--- config.mk ---
export PLATFORM = sky130hd
export DESIGN_NAME = pipe_seq_ctrl
export DESIGN_NICKNAME = d
export VERILOG_FILES = /design/src/rtl/pipe_seq_ctrl.sv
export SDC_FILE = /design/constraint.sdc
export NUM_CORES = 1
export LEC_CHECK = 0
export ABC_AREA = 0
export CAP_MARGIN = 10
export CORE_ASPECT_RATIO = 0.75
export CORE_MARGIN = 2
export CORE_UTILIZATION = 39
export DETAILED_ROUTE_END_ITERATION = 16
export HOLD_SLACK_MARGIN = 0.05
export PLACE_DENSITY_LB_ADDON = 0.12
export SLEW_MARGIN = 20
export SYNTH_ARGS = -nofsm -noshare
export SYNTH_HDL_FRONTEND = slang
export SYNTH_SLANG_ARGS = --single-unit
--- constraint.sdc ---
create_clock -name clk -period 1.9 [get_ports clk]
set_clock_uncertainty 0.05 [all_clocks]
set_input_delay 0.285 -clock clk [delete_from_list [all_inputs] [get_ports clk]]
set_output_delay 0.285 -clock clk [all_outputs]
set_load 0.005 [all_outputs]
--- src/rtl/pipe_seq_ctrl.sv ---
// Pipeline sequencer for the 5-stage RV32 core: stage enables, bubbles, dmem wait/timeout, halt/drain.
// Optional performance counters are built when PIPE_PERF_CNT_EN is defined.
module pipe_seq_ctrl #(
  parameter int MEM_TIMEOUT = 16,
  parameter int CNT_W       = 32
) (
  input  logic             clk,
  input  logic             rst,
  input  logic [4:0]       de_rs1,
  input  logic [4:0]       de_rs2,
  input  logic             de_use_rs1,
  input  logic             de_use_rs2,
  input  logic             de_halt,
  input  logic [4:0]       exe_rd,
  input  logic             exe_is_load,
  input  logic             exe_br_taken,
  input  logic             acc_mem_req,
  input  logic             dmem_ack,
  input  logic             resume,
  output logic             pc_en,
  output logic             de_en,
  output logic             exe_en,
  output logic             acc_en,
  output logic             wb_en,
  output logic             flush_de,
  output logic             flush_exe,
  output logic             halted,
  output logic             mem_err,
  output logic [2:0]       dbg_state
`ifdef PIPE_PERF_CNT_EN
  ,
  output logic [CNT_W-1:0] stall_cnt,
  output logic [CNT_W-1:0] flush_cnt
`endif
);

  typedef enum logic [2:0] {
    S_RUN      = 3'd0,
    S_MEM_WAIT = 3'd1,
    S_DRAIN    = 3'd2,
    S_HALTED   = 3'd3,
    S_ERROR    = 3'd4
  } state_t;

  // Last wait_cnt value before giving up on dmem (only meaningful when MEM_TIMEOUT != 0).
  localparam logic [4:0] TO_LAST = (MEM_TIMEOUT > 0) ? 5'(MEM_TIMEOUT - 1) : 5'd0;

  state_t     r_state;
  state_t     w_state_nxt;
  logic [4:0] r_wait_cnt;
  logic [4:0] w_wait_cnt_nxt;
  logic [1:0] r_drain_cnt;
  logic [1:0] w_drain_cnt_nxt;

  logic w_mem_stall;
  logic w_load_use;
  logic w_pc_en;
  logic w_de_en;
  logic w_exe_en;
  logic w_acc_en;
  logic w_wb_en;
  logic w_flush_de;
  logic w_flush_exe;
  logic w_halted;
  logic w_mem_err;

  assign w_mem_stall = acc_mem_req & ~dmem_ack;
  assign w_load_use  = exe_is_load & (exe_rd != 5'd0) &
                       ((de_use_rs1 & (de_rs1 == exe_rd)) |
                        (de_use_rs2 & (de_rs2 == exe_rd)));

  always_ff @(posedge clk or negedge rst) begin
    if (!rst) begin
      r_state     <= S_RUN;
      r_wait_cnt  <= 5'd0;
      r_drain_cnt <= 2'd0;
    end else begin
      r_state     <= w_state_nxt;
      r_wait_cnt  <= w_wait_cnt_nxt;
      r_drain_cnt <= w_drain_cnt_nxt;
    end
  end

  always_comb begin
    w_state_nxt     = r_state;
    w_wait_cnt_nxt  = r_wait_cnt;
    w_drain_cnt_nxt = r_drain_cnt;
    w_pc_en         = 1'b0;
    w_de_en         = 1'b0;
    w_exe_en        = 1'b0;
    w_acc_en        = 1'b0;
    w_wb_en         = 1'b0;
    w_flush_de      = 1'b0;
    w_flush_exe     = 1'b0;
    w_halted        = 1'b0;
    w_mem_err       = 1'b0;
    case (r_state)
      S_RUN: begin
        if (w_mem_stall) begin
          w_state_nxt    = S_MEM_WAIT;
          w_wait_cnt_nxt = 5'd1;
        end else if (exe_br_taken) begin
          // Branch outranks load-use and halt: the younger instructions are discarded anyway.
          {w_pc_en, w_de_en, w_exe_en, w_acc_en, w_wb_en} = 5'b11111;
          w_flush_de  = 1'b1;
          w_flush_exe = 1'b1;
        end else if (w_load_use) begin
          {w_exe_en, w_acc_en, w_wb_en} = 3'b111;
          w_flush_exe = 1'b1;
        end else if (de_halt) begin
          {w_de_en, w_exe_en, w_acc_en, w_wb_en} = 4'b1111;
          w_flush_de      = 1'b1;
          w_state_nxt     = S_DRAIN;
          w_drain_cnt_nxt = 2'd0;
        end else begin
          {w_pc_en, w_de_en, w_exe_en, w_acc_en, w_wb_en} = 5'b11111;
        end
      end
      S_MEM_WAIT: begin
        if (dmem_ack) begin
          {w_pc_en, w_de_en, w_exe_en, w_acc_en, w_wb_en} = 5'b11111;
          w_state_nxt    = S_RUN;
          w_wait_cnt_nxt = 5'd0;
        end else if ((MEM_TIMEOUT != 0) && (r_wait_cnt >= TO_LAST)) begin
          w_state_nxt = S_ERROR;
        end else begin
          w_wait_cnt_nxt = r_wait_cnt + 5'd1;
        end
      end
      S_DRAIN: begin
        // A dmem stall while draining freezes the whole pipe and the drain count with it.
        if (!w_mem_stall) begin
          {w_de_en, w_exe_en, w_acc_en, w_wb_en} = 4'b1111;
          w_flush_de = 1'b1;
          if (r_drain_cnt == 2'd2) begin
            w_state_nxt = S_HALTED;
          end else begin
            w_drain_cnt_nxt = r_drain_cnt + 2'd1;
          end
        end
      end
      S_HALTED: begin
        w_halted = 1'b1;
        if (resume) begin
          w_state_nxt = S_RUN;
        end
      end
      S_ERROR: begin
        w_mem_err = 1'b1;
      end
      default: begin
        w_state_nxt = S_RUN;
      end
    endcase
  end

  // Reset overrides the outputs combinationally so the pipe is frozen and flushed at once.
  always_comb begin
    if (!rst) begin
      {pc_en, de_en, exe_en, acc_en, wb_en} = 5'b00000;
      flush_de  = 1'b1;
      flush_exe = 1'b1;
      halted    = 1'b0;
      mem_err   = 1'b0;
    end else begin
      pc_en     = w_pc_en;
      de_en     = w_de_en;
      exe_en    = w_exe_en;
      acc_en    = w_acc_en;
      wb_en     = w_wb_en;
      flush_de  = w_flush_de;
      flush_exe = w_flush_exe;
      halted    = w_halted;
      mem_err   = w_mem_err;
    end
  end

  assign dbg_state = r_state;

`ifdef PIPE_PERF_CNT_EN
  logic [CNT_W-1:0] r_stall_cnt;
  logic [CNT_W-1:0] r_flush_cnt;
  logic             w_stall_state;

  assign w_stall_state = (r_state == S_RUN) || (r_state == S_MEM_WAIT) || (r_state == S_DRAIN);

  always_ff @(posedge clk or negedge rst) begin
    if (!rst) begin
      r_stall_cnt <= '0;
      r_flush_cnt <= '0;
    end else begin
      if (!w_pc_en && w_stall_state) begin
        r_stall_cnt <= r_stall_cnt + 1'b1;
      end
      if (w_flush_exe) begin
        r_flush_cnt <= r_flush_cnt + 1'b1;
      end
    end
  end

  assign stall_cnt = r_stall_cnt;
  assign flush_cnt = r_flush_cnt;
`endif

endmodule
Word level (Yosys, flattened, before mapping). Cells that the tools add are included.

Register bits: 10. Input port bits: 25. Output and inout port bits: 12. Word-level logic and storage cells: 94.

Add/sub/neg operators: 2. Order comparisons: 1. Equal/unequal tests: 21. Muxes and demuxes: 51. Bitwise operators: 8. Reductions and logical operators: 8.

Operators by type and width (count): 3-bit 2-to-1 mux (9); 1-bit 2-to-1 mux (26); 2-bit != test, second input constant (9); 5-bit 2-to-1 mux (3); 3-bit != test, second input constant (5); 3-bit case mux with 5 select lines (1); 2-bit 2-to-1 mux (6); 5-bit == test (2); 5-bit case mux with 2 select lines (1); 8-bit AND reduction (1); 7-bit AND reduction (1); 3-bit by 2-bit == test with 1-bit output, second input constant (2); 1-bit case mux with 2 select lines (3); 5-bit by 1-bit adder with 5-bit output, second input constant (1); 1-bit bitwise AND (5); 5-bit by 4-bit greater-or-equal comparator with 1-bit output, second input constant (1); 5-bit nonzero test (1); 2-bit case mux with 2 select lines (1); 2-bit nonzero test (2); 3-bit by 1-bit == test with 1-bit output, second input constant (1); 3-bit == test, second input constant (1); 3-bit zero test (1); 1-bit case mux with 3 select lines (1); 3-bit AND reduction (1); other kinds (5) (6).

Longest topological paths before layout.
Word-level depth: 9. Depth in mapped cells: 9. Gate-level depth less buffers: 9.

Worst setup path before layout. Ideal clock, no wire load.

Kind: reg2reg. Start point: register r_wait_cnt[0]. End point: register r_wait_cnt[2]. Library setup time: 0.118 ns. Arrival time: 1.666 ns. Data required time: 1.732 ns. Slack: 0.065 ns. Stages on the path, launching flop included: 10. Path buffers: 0. Clock period less this slack: 1.835 ns. Cells stage by stage: dfrtp_1 > ha_1 > and3_1 > ha_1 > nor2_1 > and2_1 > and3_1 > nand2_1 > xor2_1 > nor2_1.

Word-level cells in the longest chain between the ends: 4. Elaborated cells between the ends (all ways): 7. Those cells by class: add/sub: 1; order compare: 1; eq/ne: 1; mux: 3; reduce/logical: 1.

RTL lines: start: declaration (line 50) `logic [4:0] r_wait_cnt;`; start signal: assignment (line 79) `r_wait_cnt <= w_wait_cnt_nxt;`; 5-bit by 1-bit adder with 5-bit output (line 127) `w_wait_cnt_nxt = r_wait_cnt + 5'd1;`; 5-bit 2-to-1 mux (line 124) `end else if ((MEM_TIMEOUT != 0) && (r_wait_cnt >= TO_LAST)) begin`; 5-bit 2-to-1 mux (line 120) `if (dmem_ack) begin`; 5-bit case mux with 2 select lines (line 97) `case (r_state)`.

Several ways; a longest one is shown, not always the timed one. The select of a mux whose other input is x is not followed. A chain may end at the register's enable or synchronous reset.

Worst setup path after layout.
Start point: input exe_rd[2]. End point: output pc_en.

Word-level cells in the longest chain between the ends: 9. Elaborated cells between the ends (all ways): 13. Those cells by class: eq/ne: 2; mux: 5; bitwise: 5; reduce/logical: 1.

RTL lines: start: declaration (line 14) `input logic [4:0] exe_rd,`; 5-bit == test, on equally long branches (line 69, 70); 1-bit bitwise AND, on equally long branches (line 69, 70); 1-bit OR (line 69) `((de_use_rs1 & (de_rs1 == exe_rd)) |`; 1-bit bitwise AND (*) (line 68) `assign w_load_use = exe_is_load & (exe_rd != 5'd0) &`; 1-bit 2-to-1 mux (*) (line 107) `end else if (w_load_use) begin`; 1-bit 2-to-1 mux (*) (line 102) `end else if (exe_br_taken) begin`; 1-bit 2-to-1 mux (*) (line 99) `if (w_mem_stall) begin`; 1-bit case mux with 2 select lines (*) (line 97); 1-bit 2-to-1 mux (*) (line 159) `if (!rst) begin`; end: declaration (line 20) `output logic pc_en,`.

Mark *: on every way between the ends. The rest lies on a longest branch, timed or not.

==> out/qor.txt <==
Status: finished, violations left
Failing checks: setup timing
CTS max path bufs: 2
Reg clk slew, reported paths: 0.08 ns
CP Capture Type: output port
IO Pins: 37
Fraction of layout cells with a size suffix above 1: 46.8%
Initial antenna violation count: 0
Unique cell type count in the Yosys netlist: 42
Via count: 1205
Period Utilization, post-route: 108%
Fmax: 0.488 GHz
Area after DPL: 1490 sq um
Worst hold path type: input port to asynchronous set/reset pin
Final nets: 217
Worst slew pin tran: 0.338 ns
Pwr dens: 1040 nW/um^2
Post-Syn Nets: 142
Register Area: 250 sq um
Mapped Cells: 114
Total negative slack: -0.332 ns
P&R area growth vs syn: 87.6%
HPWL Detailed: 2340 um
WL/cell: 15.8 um
Clock latency on the worst-skew pair: 0.28 ns
CTS root buffer: clkbuf_4
Sequential fraction of the synthesis area: 27.1%
Synth top area cells: dfrtp_1 (27%), xor2_1 (8.5%), nor2_1 (5.3%)
Multi-input gate area: 757 sq um
Mapped cell area: 925 sq um
Seq cells post-synth: 10
Gr usage total: 23.8%
Commonest non-fill, non-tap cell in the layout: buf_4
Pin count of the biggest net entering global routing: 11
Fin cells: 222
Post-Syn Area per Cell: 8.11 sq um
Final setup vio count: 4
Num Clock Sinks: 10
DR vias/cell: 5.43
Relative slew slack: 77.4%
Final WS setup: -0.150 ns
Required time worst endpoint: 1.56 ns
Worst endpoint data arrival time: 1.71 ns
DRC errors left: 0
Iteration-0 DRC Markers: 73
Fill cell count: 154
RSZ-0062 raised after global routing: true
Placeable Area: 2270 sq um
Die Span Y: 46.2 um
CTS H-tree depth: 1
Initial Utilization: 40.7%
Clock buffers created by TritonCTS: 3
Top-area cell type share of the netlist area: 27.1%
Input/output buffers: 36
Commonest non-fill, non-tap cells in the layout: buf_4 (29), nand2_1 (12), clkdlybuf4s50_1 (11)
Hold violation count in the final report: 0
DR pass1 iterations: 6
Final Total Pwr: 1.81 mW
ANT cells: 0
Startpoint Class: input port
Post-Route WL: 3510 um
Vias in the first global route: 1071
CTS tree: built
Slew Viols, Final: 0
Global-route wire length before repair: 4800 um
Row count: 15
DRT antenna net count: 0
Leak pwr: 0.803 nW
Full die area: 2780 sq um
Gpl congestion: 0.843
Final instance area: 1730 sq um
VDD IR max: 0.000823 V
Largest area contributor in the netlist: dfrtp_1
Critical path peak fanout: 3
Max-Cap Viols: 0
Die Wd: 60.2 um
Critical path class: input port to output port
Gr ovfl total: 0
Crit path time final: 2.05 ns
YS warnings: 0
Placed Instances: 204
==> synth_stat cells <==
library cell and number:
a2111oi_2 1, a211o_1 1, a211oi_2 1, a21o_1 1, a21oi_1 8, a21oi_4 1
a22oi_1 1, a41oi_1 2, and2_1 2, and3_1 4, buf_2 2, buf_4 2
clkbuf_1 1, dfrtp_1 10, ha_1 3, inv_1 5, inv_2 1, mux2i_1 1
nand2_1 12, nand2b_1 1, nand2b_4 1, nand3_1 3, nand3b_1 1, nand4_1 2
nor2_1 13, nor2_2 1, nor3_1 4, nor4_1 1, nor4_2 1, o21a_1 1
o21ai_0 3, o21ai_1 2, o21ai_2 1, o221ai_2 1, o22ai_1 2, o31ai_1 1
o32ai_1 1, o41ai_2 1, or3_1 1, or4_1 2, xnor2_1 2, xor2_1 9
==> power breakdown <==
| group | leakage [nW] | switching (mW) | internal [mW] |
|---|---|---|---|
| sequential | 0.127 | 0.0669 | 0.285 |
| combinational | 0.655 | 0.620 | 0.638 |
| clock | 0.0210 | 0.0841 | 0.117 |
==> worst paths after layout <==
check | start | end | slack [ns] | cells after the start
min reg2reg | r_drain_cnt[1] | r_drain_cnt[1] | 0.51 | 2
max in group asynchronous | rst | dbg_state[1] | 1.01 | 2
min in group clk | r_drain_cnt[1] | r_drain_cnt[1] | 0.51 | 2
max reg2reg | r_wait_cnt[1] | r_wait_cnt[2] | 0.01 | 9
min | rst | r_wait_cnt[1] | 0.26 | 2
max | exe_rd[2] | pc_en | -0.15 | 8
==> cells by family after synthesis <==
group / share of synthesized area, %
adder cells (fa/ha/maj): 4.06
flip-flops: 27.1
multiplexers: 1.08
XOR/XNOR: 10.4
AND/OR/NAND/NOR: 27.3
AO/OA/AOI/OAI: 24.5
buffers and inverters: 5.55
==> metrics by stage <==
| stage | worst slack [ns] | hold WS, ns | util, % |
|---|---|---|---|
| floorplan | 0.0654 | -0.0606 | - |
| global placement | -0.760 | 0.471 | 65.5 |
| finish | -0.150 | 0.265 | 76.4 |
| CTS | -0.154 | 0.227 | 72.3 |
| global route | -0.200 | 0.255 | 76.4 |
| detailed placement | -0.783 | 0.477 | 65.5 |
==> final cells by class <==
type                            instances  area share (%)
Timing Repair Buffer                   75            36.1
Clock buffer                            4            2.09
Multi-Input combinational cell         93            43.7
Sequential cell                        10            14.4
Inverter                                6            1.30
Tap cell                               34            2.45
==> metal layers <==
metal  track usage, %  up-vias  part of all wire, %
met1             29.1      547                   39
met4             6.67        0                  4.2
li1                 -      558                    -
met2             42.2       78                   47
met5                0        -                    0
met3             5.62       22                  9.1
==> worst max-delay path, stage by stage <==
cell	delay, ns
buf_8	0.10
or4_4	0.54
o21ai_4	0.15
a21oi_4	0.05
buf_6	0.12
buf_6	0.10
o41ai_2	0.20
buf_2	0.17
==> state kept, by name (all words and copies together), names as in the netlist <==
name,cells
dbg_state,3
r_wait_cnt,5
r_drain_cnt,2
==> repair_timing <==
item | in CTS | in global routing
endpoints found under the hold margin | 1 | 0
pin swaps | 17 | 14
resized for setup | 80 | 25
hold buffers | 1 | 0
setup endpoints to repair | 13 | 13
setup buffers | 10 | 3
No activity file was read; power rests on OpenSTA's default activity.
